[src/rtl/eth_pkg.sv]
// Shared Ethernet receive-path definitions.
// Holds the CRC-32 constants, the per-frame status record exchanged with
// eth_capture, and the state encoding of the FCS checker.
package eth_pkg;

  localparam logic [31:0] ETH_CRC_POLY    = 32'hEDB8_8320;
  localparam logic [31:0] ETH_CRC_INIT    = 32'hFFFF_FFFF;
  localparam logic [31:0] ETH_CRC_RESIDUE = 32'hDEBB_20E3;

  typedef struct packed {
    logic        crc_ok;
    logic        runt;
    logic        giant;
    logic        abort;
    logic [10:0] len;
  } eth_rx_status_t;

  typedef enum logic [1:0] {
    ST_IDLE,
    ST_FILL,
    ST_PASS
  } eth_rx_state_t;

endpackage

[src/rtl/eth_crc32_byte.sv]
// Combinational one-byte step of the reflected Ethernet CRC-32.
// Ports:
//   crc_i  - current CRC register value
//   data_i - byte to absorb (LSB first on the wire)
//   crc_o  - CRC register value after absorbing data_i
module eth_crc32_byte
  import eth_pkg::*;
(
  input  logic [31:0] crc_i,
  input  logic [7:0]  data_i,
  output logic [31:0] crc_o
);

  always_comb begin
    crc_o = crc_i ^ {24'h0, data_i};
    for (int unsigned i = 0; i < 8; i++) begin
      if (crc_o[0]) crc_o = {1'b0, crc_o[31:1]} ^ ETH_CRC_POLY;
      else          crc_o = {1'b0, crc_o[31:1]};
    end
  end

endmodule

[src/rtl/eth_rx_fcs_check.sv]
// Receive FCS checker: computes CRC-32 over the post-SFD byte stream, strips
// the trailing 4-byte FCS through a 4-byte delay line and reports per-frame
// status alongside eop.
// Optional feature: define ETH_FCS_STATS_EN to build the good/bad frame
// counters; otherwise stat_good/stat_bad are tied to 0.
// Ports:
//   clk50, reset                      - clock, async active-high reset
//   rxdata/rxvalid/rxsop/rxeop        - input byte stream from eth_rmii_rx
//   data/valid/sop/eop                - forwarded stream, FCS removed
//   crc_ok/err_runt/err_giant/err_abort/len - frame status, held from eop
//   stat_good/stat_bad                - 16-bit wrapping frame counters
module eth_rx_fcs_check
  import eth_pkg::*;
#(
  parameter int unsigned MIN_LEN = 64,
  parameter int unsigned MAX_LEN = 1518
) (
  input  logic        clk50,
  input  logic        reset,
  input  logic [7:0]  rxdata,
  input  logic        rxvalid,
  input  logic        rxsop,
  input  logic        rxeop,
  output logic [7:0]  data,
  output logic        valid,
  output logic        sop,
  output logic        eop,
  output logic        crc_ok,
  output logic        err_runt,
  output logic        err_giant,
  output logic        err_abort,
  output logic [10:0] len,
  output logic [15:0] stat_good,
  output logic [15:0] stat_bad
);

  localparam logic [11:0] MIN_LEN_C = 12'(MIN_LEN);
  localparam logic [11:0] MAX_LEN_C = 12'(MAX_LEN);
  localparam logic [11:0] CNT_SAT   = 12'd2047;

  eth_rx_state_t     state_q, state_d;
  logic [31:0]       crc_q, crc_d, crc_in, crc_next;
  logic [11:0]       count_q, count_d;
  logic [3:0][7:0]   hold_q, hold_d;   // [0] newest, [3] oldest
  logic              first_q, first_d;
  logic [7:0]        data_q, data_d;
  logic              valid_q, valid_d;
  logic              sop_q, sop_d;
  logic              eop_q, eop_d;
  eth_rx_status_t    status_q, status_d;

  logic in_frame, start, close;

  assign in_frame = (state_q != ST_IDLE);
  assign start    = rxvalid && rxsop;
  // A new rxsop inside a frame closes the old one as an abort unless the
  // same cycle also carries rxeop, in which case the close is a normal end.
  assign close    = in_frame && (rxeop || start);
  assign crc_in   = start ? ETH_CRC_INIT : crc_q;

  eth_crc32_byte u_crc (
    .crc_i  (crc_in),
    .data_i (rxdata),
    .crc_o  (crc_next)
  );

  always_comb begin
    state_d  = state_q;
    crc_d    = crc_q;
    count_d  = count_q;
    hold_d   = hold_q;
    first_d  = first_q;
    data_d   = data_q;
    valid_d  = 1'b0;
    sop_d    = 1'b0;
    eop_d    = 1'b0;
    status_d = status_q;

    if (close) begin
      eop_d           = 1'b1;
      status_d.abort  = !rxeop;
      status_d.crc_ok = (crc_q == ETH_CRC_RESIDUE) && rxeop;
      status_d.runt   = (count_q < MIN_LEN_C);
      status_d.giant  = (count_q > MAX_LEN_C);
      status_d.len    = (count_q >= 12'd4) ? 11'(count_q - 12'd4) : '0;
      state_d         = ST_IDLE;
    end

    if (start) begin
      state_d = ST_FILL;
      crc_d   = crc_next;
      count_d = 12'd1;
      hold_d  = {24'h0, rxdata};
      first_d = 1'b1;
    end else if (in_frame && rxvalid && !rxeop) begin
      crc_d   = crc_next;
      count_d = (count_q >= CNT_SAT) ? count_q : count_q + 12'd1;
      hold_d  = {hold_q[2:0], rxdata};
      if (state_q == ST_PASS) begin
        data_d  = hold_q[3];
        valid_d = 1'b1;
        sop_d   = first_q;
        first_d = 1'b0;
      end else if (count_q == 12'd3) begin
        state_d = ST_PASS;
      end
    end
  end

  always_ff @(posedge clk50 or posedge reset) begin
    if (reset) begin
      state_q  <= ST_IDLE;
      crc_q    <= ETH_CRC_INIT;
      count_q  <= '0;
      hold_q   <= '0;
      first_q  <= 1'b0;
      data_q   <= '0;
      valid_q  <= 1'b0;
      sop_q    <= 1'b0;
      eop_q    <= 1'b0;
      status_q <= '0;
    end else begin
      state_q  <= state_d;
      crc_q    <= crc_d;
      count_q  <= count_d;
      hold_q   <= hold_d;
      first_q  <= first_d;
      data_q   <= data_d;
      valid_q  <= valid_d;
      sop_q    <= sop_d;
      eop_q    <= eop_d;
      status_q <= status_d;
    end
  end

  assign data      = data_q;
  assign valid     = valid_q;
  assign sop       = sop_q;
  assign eop       = eop_q;
  assign crc_ok    = status_q.crc_ok;
  assign err_runt  = status_q.runt;
  assign err_giant = status_q.giant;
  assign err_abort = status_q.abort;
  assign len       = status_q.len;

`ifdef ETH_FCS_STATS_EN
  logic [15:0] stat_good_q, stat_good_d;
  logic [15:0] stat_bad_q, stat_bad_d;

  always_comb begin
    stat_good_d = stat_good_q;
    stat_bad_d  = stat_bad_q;
    if (eop_d) begin
      if (status_d.crc_ok && !status_d.runt && !status_d.giant)
        stat_good_d = stat_good_q + 16'd1;
      else
        stat_bad_d  = stat_bad_q + 16'd1;
    end
  end

  always_ff @(posedge clk50 or posedge reset) begin
    if (reset) begin
      stat_good_q <= '0;
      stat_bad_q  <= '0;
    end else begin
      stat_good_q <= stat_good_d;
      stat_bad_q  <= stat_bad_d;
    end
  end

  assign stat_good = stat_good_q;
  assign stat_bad  = stat_bad_q;
`else
  assign stat_good = '0;
  assign stat_bad  = '0;
`endif

endmodule

[config.mk]
export PLATFORM = sky130hd
export DESIGN_NAME = eth_rx_fcs_check
export DESIGN_NICKNAME = d
export VERILOG_FILES = /design/src/rtl/eth_pkg.sv /design/src/rtl/eth_crc32_byte.sv /design/src/rtl/eth_rx_fcs_check.sv
export SDC_FILE = /design/constraint.sdc
export NUM_CORES = 1
export LEC_CHECK = 0
export CAP_MARGIN = 20
export CORE_MARGIN = 2
export CORE_UTILIZATION = 55
export CTS_CLUSTER_SIZE = 25
export DETAILED_ROUTE_END_ITERATION = 8
export PLACE_DENSITY = 0.88
export SETUP_SLACK_MARGIN = 0.5
export SLEW_MARGIN = 30
export SYNTH_ARGS = -nofsm -noshare
export SYNTH_HDL_FRONTEND = slang
export SYNTH_SLANG_ARGS = --single-unit
[constraint.sdc]
create_clock -name clk50 -period 9.8 [get_ports clk50]
set_clock_uncertainty 0.2 [all_clocks]
set_input_delay 1.96 -clock clk50 [delete_from_list [all_inputs] [get_ports clk50]]
set_output_delay 1.96 -clock clk50 [all_outputs]
set_load 0.005 [all_outputs]
# ---- After elaboration in Yosys (flattened, before gate mapping)
# Index checks and enable logic that the tools add are counted.
dict set report word_totals {
  word_cells 82
  ff_bits 105
  in_bits 13
}
dict set report classes {
  n_lt_le_gt_ge 4
  bitwise_logic 10
  eq_ne 4
  addsub 2
  mux 32
  reduce_logical 13
}
# operator count
set op_table {}
lappend op_table {{2-to-1 mux 32 bit} 13}
lappend op_table {{inverter 13 -> 14 bit} 8}
lappend op_table {{2-to-1 mux 12 bit} 3}
lappend op_table {{== test 32 bit (second input constant)} 1}
lappend op_table {{bitwise XOR 32 x 8 -> 32 bit} 1}
lappend op_table {{adder 12 x 1 -> 12 bit (second input constant)} 1}
lappend op_table {{== test 12 x 2 -> 1 bit (second input constant)} 1}
lappend op_table {{greater-or-equal comparator 12 x 11 -> 1 bit (second input constant)} 1}
lappend op_table {{greater-or-equal comparator 12 x 3 -> 1 bit (second input constant)} 1}
lappend op_table {{greater-than comparator 12 x 11 -> 1 bit (second input constant)} 1}
lappend op_table {{less-than comparator 12 x 7 -> 1 bit (second input constant)} 1}
lappend op_table {{2-to-1 mux 11 bit} 1}
lappend op_table {{subtractor 11 x 3 -> 11 bit (second input constant)} 1}
lappend op_table {{2-to-1 mux 1 bit} 10}
lappend op_table {{2-to-1 mux 2 bit} 5}
lappend op_table {{nonzero test 2 bit} 3}
lappend op_table {{logical AND 1 bit} 5}
lappend op_table {{AND reduction 2 bit} 2}
lappend op_table {{AND reduction 3 bit} 1}
lappend op_table {{== test 2 bit (second input constant)} 1}
lappend op_table {{inequality test 2 bit (second input constant)} 1}
lappend op_table {{logical NOT 1 bit} 1}
lappend op_table {{logical OR 1 bit} 1}
lappend op_table {{inverter 1 bit} 1}

# ---- Logic depth before layout (Yosys ltp)
# Gate-level depths: netlist (run 1).
dict set report logic_depth {
  ltp_word 21
  depth_mapped 8
}

# ---- Cells and area by module
# Synthesis (run 1) repeated with hierarchy kept, for this count alone.
dict set report hier_totals {
  hier_cells 541
  area_unflattened_um2 5829.3
}
# module area_each_um2 seq_area_each_um2 cells_per_inst instances
set modules_own_cells {}
lappend modules_own_cells {eth_rx_fcs_check 4998.5 2667.6 469 1}
lappend modules_own_cells {eth_crc32_byte 830.8 0.0 72 1}

# ---- Least setup slack after synthesis (run 1)
# OpenSTA, ideal clock, no wires.
dict set report synth_path {
  kind {input-to-reg}
  from {input port rxdata[3]}
  to {register crc_q[23]}
  t_arrival_ns 3.654
  setup_slack_ns 5.881
  setup_time_ns 0.064
  cell_stages 7
  t_required_ns 9.536
  path_buffers 1
  cell_sequence {buf_6 xnor2_1 or3_4 a211o_1 a211o_1 a2111o_1 nand3_1}
}
dict set report synth_via {
  elab_chain_len 14
}
# element line_no
set synth_rtl {}
lappend synth_rtl {{start, declared} eth_rx_fcs_check.sv:20} ;# input logic [7:0] rxdata,
lappend synth_rtl {{bitwise XOR 32 x 8 -> 32 bit *} eth_crc32_byte.sv:15} ;# crc_o = crc_i ^ {24'h0, data_i};
lappend synth_rtl {{2-to-1 mux 32 bit * (4 in a row)} eth_crc32_byte.sv:17} ;# if (crc_o[0]) crc_o = {1'b0, crc_o[31:1]} ^ ETH_CRC_POLY;
lappend synth_rtl {{inverter 13 -> 14 bit (no source line)} n/a}
lappend synth_rtl {{2-to-1 mux 32 bit * (2 in a row)} eth_crc32_byte.sv:17}
lappend synth_rtl {{inverter 13 -> 14 bit (no source line)} n/a}
lappend synth_rtl {{2-to-1 mux 32 bit *} eth_crc32_byte.sv:17}
lappend synth_rtl {{inverter 13 -> 14 bit (no source line)} n/a}
lappend synth_rtl {{2-to-1 mux 32 bit *} eth_crc32_byte.sv:17}
lappend synth_rtl {{2-to-1 mux 32 bit} eth_rx_fcs_check.sv:95} ;# end else if (in_frame && rxvalid && !rxeop) begin
lappend synth_rtl {{2-to-1 mux 32 bit *} eth_rx_fcs_check.sv:89} ;# if (start) begin
lappend synth_rtl {{end signal, assigned} eth_rx_fcs_check.sv:124} ;# crc_q <= crc_d;
lappend synth_rtl {{end, declared} eth_rx_fcs_check.sv:42} ;# logic [31:0] crc_q, crc_d, crc_in, crc_next;
# Mark *: on every way between the ends. The rest lies on a longest branch, timed or not. The select of a mux whose other input is x is not followed.
# A chain may end at the register's enable or synchronous reset.

# ---- Worst setup path in the final report (run 1)
dict set report layout_path {
  from {input port rxsop}
  to {register crc_q[23]}
}
dict set report layout_via {
  elab_chain_len 19
}
# element line_no
set layout_rtl {}
lappend layout_rtl {{start, declared} eth_rx_fcs_check.sv:22} ;# input logic rxsop,
lappend layout_rtl {{logical AND 1 bit *} eth_rx_fcs_check.sv:55} ;# assign start = rxvalid && rxsop;
lappend layout_rtl {{2-to-1 mux 32 bit} eth_rx_fcs_check.sv:59} ;# assign crc_in = start ? ETH_CRC_INIT : crc_q;
lappend layout_rtl {{bitwise XOR 32 x 8 -> 32 bit} eth_crc32_byte.sv:15}
lappend layout_rtl {{inverter 13 -> 14 bit (no source line)} n/a}
lappend layout_rtl {{2-to-1 mux 32 bit} eth_crc32_byte.sv:17}
lappend layout_rtl {{inverter 13 -> 14 bit (no source line)} n/a}
lappend layout_rtl {{2-to-1 mux 32 bit (2 in a row)} eth_crc32_byte.sv:17}
lappend layout_rtl {{inverter 13 -> 14 bit (no source line)} n/a}
lappend layout_rtl {{2-to-1 mux 32 bit} eth_crc32_byte.sv:17}
lappend layout_rtl {{inverter 13 -> 14 bit (no source line)} n/a}
lappend layout_rtl {{2-to-1 mux 32 bit (2 in a row)} eth_crc32_byte.sv:17}
lappend layout_rtl {{inverter 13 -> 14 bit (no source line)} n/a}
lappend layout_rtl {{2-to-1 mux 32 bit} eth_crc32_byte.sv:17}
lappend layout_rtl {{inverter 13 -> 14 bit (no source line)} n/a}
lappend layout_rtl {{2-to-1 mux 32 bit} eth_crc32_byte.sv:17}
lappend layout_rtl {{2-to-1 mux 32 bit} eth_rx_fcs_check.sv:95}
lappend layout_rtl {{2-to-1 mux 32 bit} eth_rx_fcs_check.sv:89}
# Marks and branches as above.

==> results.yml, run 1 <==
synthesis:
  syn_area_per_cell_sq_um: 9.188
  yosys-top-cells-count: "115 x nand2_1, 73 x dfrtp_1, 67 x nor2_1, 51 x a21oi_1, 43 x xnor2_1"
  ys_seq_area_frac: 0.4473
  syn_inst: 649
  ys_async_sr_fraction: 1.000
  synth.top_cells.by_area: "dfrtp_1 31%, dfstp_2 14%, nand2_1 7.2%"
  synth_edf_count: 0
  synth_area_sq_mm: 0.005963
  ys_seq_elements: 105
  synth_top_area_share: 0.3063
  yosysWarnings: 0
  yosysMostFrequentCell: "nand2_1"
  synth_area_leader_cell: "dfrtp_1"
  synth_cell_type_count: 56
  ys.flop_type: "dfrtp_1"
power:
  p_per_area_mw_per_mm2: 250.4
  peakVddDrop_uv: 159.7
  power.leakage_uw: 0.002764
outcome:
  status: "complete, no violations"
setup_path:
  critPathKind: "input pin to register"
  regToRegStartpoint: "crc_q[1]"
  crit_family: "compound AO/OA/AOI/OAI gates"
  r2r-end: "crc_q[21]"
  max_stage_delay_ps: 600
  cp_max_fo: 74
  setup.worst_path.start_class: "input pin"
  worstPathCellList: "clkdlybuf4s50_1 > and2_2 > buf_4 > o21ai_0 > a211o_1 > a211o_1 > a2111o_1 > nand3_1"
  rrSetupSlack_ps: 7150
  crit_buf_inv: 2
  crit_slowest_cell: "buf_4"
  cp_common_cell: "a211o_1"
  crit_required_ps: 9930
  arrival_ps: 4800
  endpoint_kind: "register"
  worstRegToRegCells: 6
global_routing:
  antenna_found_initial: 0
  grt_pass1_vias: 4382
  grt_util_all_layers: 0.2282
  grt_overflow_total: 0
  grt_pass1_wl_um: 21060
  grt_start_max_net_pins: 75
placement:
  hpwl_um: 8672
  dp_slack_ps: 4679
  gp_congestion: 0.9437
  placement.io_buffers: 38
timing:
  tightest_slew_ps: 859.7
  setup_ws_ps: 5124
  slew_violations: 0
  post-route-period-util: 0.4772
  period_minus_slack_ps: 4677
  rsz0062_at_grt: "false"
  setup_tns_ps: 0
  slew_headroom: 0.4234
  hold_viol: 0
  setup_viol: 0
  fmax_ghz: 0.2138
clocking:
  postCtsSetupBuffers: 0
  clkLatencyLatePin_ps: 380
  cts_inserted_buffers: 9
  ctsResizeCount: 0
  path_clk_slew_ps: 120
  cts_sinks: 105
  htreeDepth: 3
  cts_buffer_depth: 2
  cts_tree: "done"
  root_buffer: "clkbuf_8"
  cts_hold_buf: 0
finish:
  area_growth_pct: 7.721
  fin_nets: 679
  diodes: 0
  multi_input_area_sq_mm: 0.002909
  fillCellCount: 897
  regArea_sq_mm: 0.002668
  drive_gt1_frac: 0.1158
detailed_routing:
  firstDrtPassIters: 6
  drc: 0
  drtIter0Drc: 343
  vias: 4595
  vias_per_cell: 5.708
  wl_per_cell_um: 15.87
  routed_wl_um: 12770
  antenna_left: 0
floorplan:
  die_area_sq_mm: 0.01169
  rows: 38
  ios: 71
  dieHeight_um: 108.1
  die_w_um: 108.1
  coreArea_sq_mm: 0.01070
  start_util: 0.5574
worst_hold_path:
  hold_path_end: "hold_q[7]"
  hold_start: "hold_q[7]"
  min_path_cells: 2
  hold_class: "register to register"
flow_run:
  maxCapViolCount: 0
==> logic make-up (layout without fill, tap and decap cells) <==
family,count (synthesis),count (layout),synth area share
buffers and inverters,83,68,0.08623
XOR/XNOR,85,85,0.1347
adder cells (fa/ha/maj),6,6,0.01259
other,1,32,0.0006289
AO/OA/AOI/OAI,116,116,0.1141
AND/OR/NAND/NOR,235,235,0.1708
multiplexers,18,18,0.03357
flip-flops,105,105,0.4473
==> worst max path at each step <==
stage          start    endpoint  slack, ps  depth (start not counted)
2_1_floorplan  reset  count_q[0]       4930                          1
5_1_grt        rxsop   crc_q[23]       5030                          8
3_5_place_dp   rxsop   crc_q[21]       4680                          7
6_report       rxsop   crc_q[23]       5120                          8
4_1_cts        rxsop   crc_q[21]       5110                          7
3_3_place_gp   rxsop   crc_q[21]       4800                          7
==> through the flow <==
| stage | hold slack, ps | instance area [sq um] | std cells | util | total power, uW |
|---|---|---|---|---|---|
| floorplan | 238.6 | 6080 | 680 | - | 1192 |
| global placement | 250.8 | 6208 | 789 | 0.5804 | 1308 |
| detailed placement | 255.8 | 6211 | 789 | 0.5806 | 1327 |
| CTS | 281.3 | 6421 | 805 | 0.6002 | 1604 |
| global route | 307.8 | 6424 | 805 | 0.6005 | 1707 |
| finish | 279.6 | 6424 | 805 | 0.6005 | 1608 |
==> power breakdown <==
part | internal [uW] | switching [uW] | total (uW) | leakage, uW
clock | 102 | 171 | 274 | 0.000104
sequential | 562 | 104 | 666 | 0.00132
combinational | 319 | 349 | 668 | 0.00134
==> cells in the final DEF (no fill, tap or decap), types with 22 or more instances in the layout <==
cell type | Yosys | layout
xor2_1 | 37 | 37
conb_1 | 1 | 32
o21ai_0 | 23 | 22
dfrtp_1 | 73 | 73
nor2_1 | 67 | 67
nand2_1 | 115 | 113
dfstp_2 | 32 | 32
a21oi_1 | 51 | 51
clkdlybuf4s50_1 | 0 | 38
xnor2_1 | 43 | 43
==> cell type report <==
cell class                      instances  share of cell area
Tap cell                              140             0.02727
Timing Repair Buffer                   45             0.06739
Inverter                                7            0.004480
Clock inverter                          7             0.01344
Multi-Input combinational cell        492              0.4529
Clock buffer                            9             0.01928
Sequential cell                       105              0.4153
==> worst min-delay path: cells and delay by family (launching register included) <==
family	cells	cell delay, ps
flip-flops	1	360
AND/OR/NAND/NOR	2	100
==> state kept, by name (all words and copies together) (netlist names), 2 cells and up <==
register / count
count_q: 12
crc_q: 32
data: 8
hold_q: 32
len: 11
state_q: 2
==> layer usage <==
layer	vias to the layer above	share of wire	GRT usage
li1	2120	-	-
met1	2247	0.40	0.2925
met2	188	0.50	0.3827
met3	40	0.059	0.03978
met4	0	0.031	0.09615
met5	-	0	0
Note: power is estimated with default switching activity, not from simulation.
==> run 2, diff against run 1 <==
Clock period 9.8 ns to 4.41 ns, I/O delays scaled along.
==> results.yml, run 2 (synthesized netlist as in run 1, its figures left out) <==
timing:
  setup_ws_ps: 1178
  fmax_ghz: 0.3094
  post-route-period-util: 0.7328
  slew_violations: 0
  hold_viol: 0
  setup_tns_ps: 0
  tightest_slew_ps: 810.7
  period_minus_slack_ps: 3232
  setup_viol: 0
  slew_headroom: 0.4582
  rsz0062_at_grt: "false"
worst_hold_path:
  hold_start: "hold_q[6]"
  hold_path_end: "hold_q[6]"
  min_path_cells: 2
  hold_class: "register to register"
detailed_routing:
  routed_wl_um: 13460
  vias: 4510
  wl_met2_um: 6624
  firstDrtPassIters: 7
  vias_per_cell: 5.568
  wl_met1_um: 5826
  drtIter0Drc: 344
  met3_length_um: 660
  highest_layer: "met4"
  wl_per_cell_um: 16.62
  drc: 0
  antenna_left: 0
placement:
  placement.io_buffers: 38
  hpwl_um: 9372
  dp_slack_ps: 828.6
  gp_congestion: 0.9692
clocking:
  cts_sinks: 105
  cts_inserted_buffers: 9
  clkLatencyLatePin_ps: 380
  htreeDepth: 3
  cts_tree: "done"
  cts_hold_buf: 0
  ctsResizeCount: 0
  cts_buffer_depth: 2
  path_clk_slew_ps: 100
  root_buffer: "clkbuf_8"
  postCtsSetupBuffers: 0
finish:
  fin_nets: 684
  diodes: 0
  area_growth_pct: 8.036
  layout_common_cells: "115 x nand2_1, 73 x dfrtp_1, 67 x nor2_1, 51 x a21oi_1, 43 x xnor2_1"
  fin_util: 0.6022
  fillCellCount: 918
  reg_top3: "crc_q x32, hold_q x32, count_q x12"
  layout_commonest_cell: "nand2_1"
  drive_gt1_frac: 0.1179
power:
  power_switching_uw: 1382
  pwr-share-comb: 0.417
  peakVddDrop_uv: 345.4
  total_power_uw: 3612
  power.leakage_uw: 0.002785
  power.internal_uw: 2230
  p_per_area_mw_per_mm2: 560.7
  p_seq_frac: 0.413
  p_clk_frac: 0.170
  switching_share: 0.3826
floorplan:
  die_area_sq_mm: 0.01169
  start_util: 0.5574
  coreArea_sq_mm: 0.01070
  die_w_um: 108.1
  rows: 38
  ios: 71
  dieHeight_um: 108.1
global_routing:
  grt_pass1_wl_um: 22240
  grt_pass1_vias: 4355
  antenna_found_initial: 0
  grt_start_max_net_pins: 93
  grt_util_all_layers: 0.2450
  grt_overflow_total: 0
setup_path:
  regToRegStartpoint: "crc_q[1]"
  worstRegToRegCells: 6
  rrSetupSlack_ps: 1750
  crit_required_ps: 4530
  endpoint_kind: "register"
  r2r-end: "crc_q[21]"
  arrival_ps: 3350
  critPathKind: "input pin to register"
  setup.worst_path.start_class: "input pin"
  cp_max_fo: 13
outcome:
  status: "complete, no violations"
flow_run:
  maxCapViolCount: 0
run 2: worst max-delay path by stage:
stage	start	to	depth (start not counted)
6_report	rxsop	crc_q[20]	8
5_1_grt	rxsop	crc_q[21]	8
4_1_cts	rxsop	crc_q[7]	8
3_5_place_dp	rxsop	crc_q[20]	8
3_3_place_gp	rxsop	crc_q[7]	8
2_1_floorplan	reset	count_q[0]	1
run 2: cell type report:
class                           count  area, sq um  share of cell area
Tap cell                          140        175.2             0.02719
Clock buffer                       10        127.6             0.01981
Timing Repair Buffer               50        470.5             0.07302
Sequential cell                   105         2668              0.4141
Clock inverter                      6        66.31             0.01029
Multi-Input combinational cell    492         2904              0.4508
Inverter                            7        31.28            0.004855
run 2: power by group through the flow:
stage	clock network, uW	logic, uW	registers, uW
5_1_grt	665	1660	1510
2_1_floorplan	0	1290	1360
6_report	613	1510	1490
3_3_place_gp	0	1460	1500
4_1_cts	622	1510	1480
3_5_place_dp	0	1500	1500
run 2: stage by stage:
| stage | hold WS, ps | std cells | area [sq um] |
|---|---|---|---|
| floorplan | 238.6 | 680 | 6080 |
| global placement | 249.7 | 794 | 6246 |
| detailed placement | 258.3 | 794 | 6248 |
| CTS | 281.5 | 810 | 6442 |
| global route | 308.6 | 810 | 6442 |
| finish | 281.3 | 810 | 6442 |
run 2: worst max-delay path, cell delays in order:
cell	delay (ps)
clkdlybuf4s50_1	560
and2_2	320
buf_4	240
o21ai_0	170
a211o_1	310
a211o_1	330
a2111o_1	440
nand3_1	90
run 2: layer usage:
| metal | GRT usage | vias up |
|---|---|---|
| met5 | 0 | - |
| met4 | 0.09707 | 0 |
| met3 | 0.04219 | 26 |
| met2 | 0.3922 | 142 |
| met1 | 0.3335 | 2215 |
| li1 | - | 2127 |
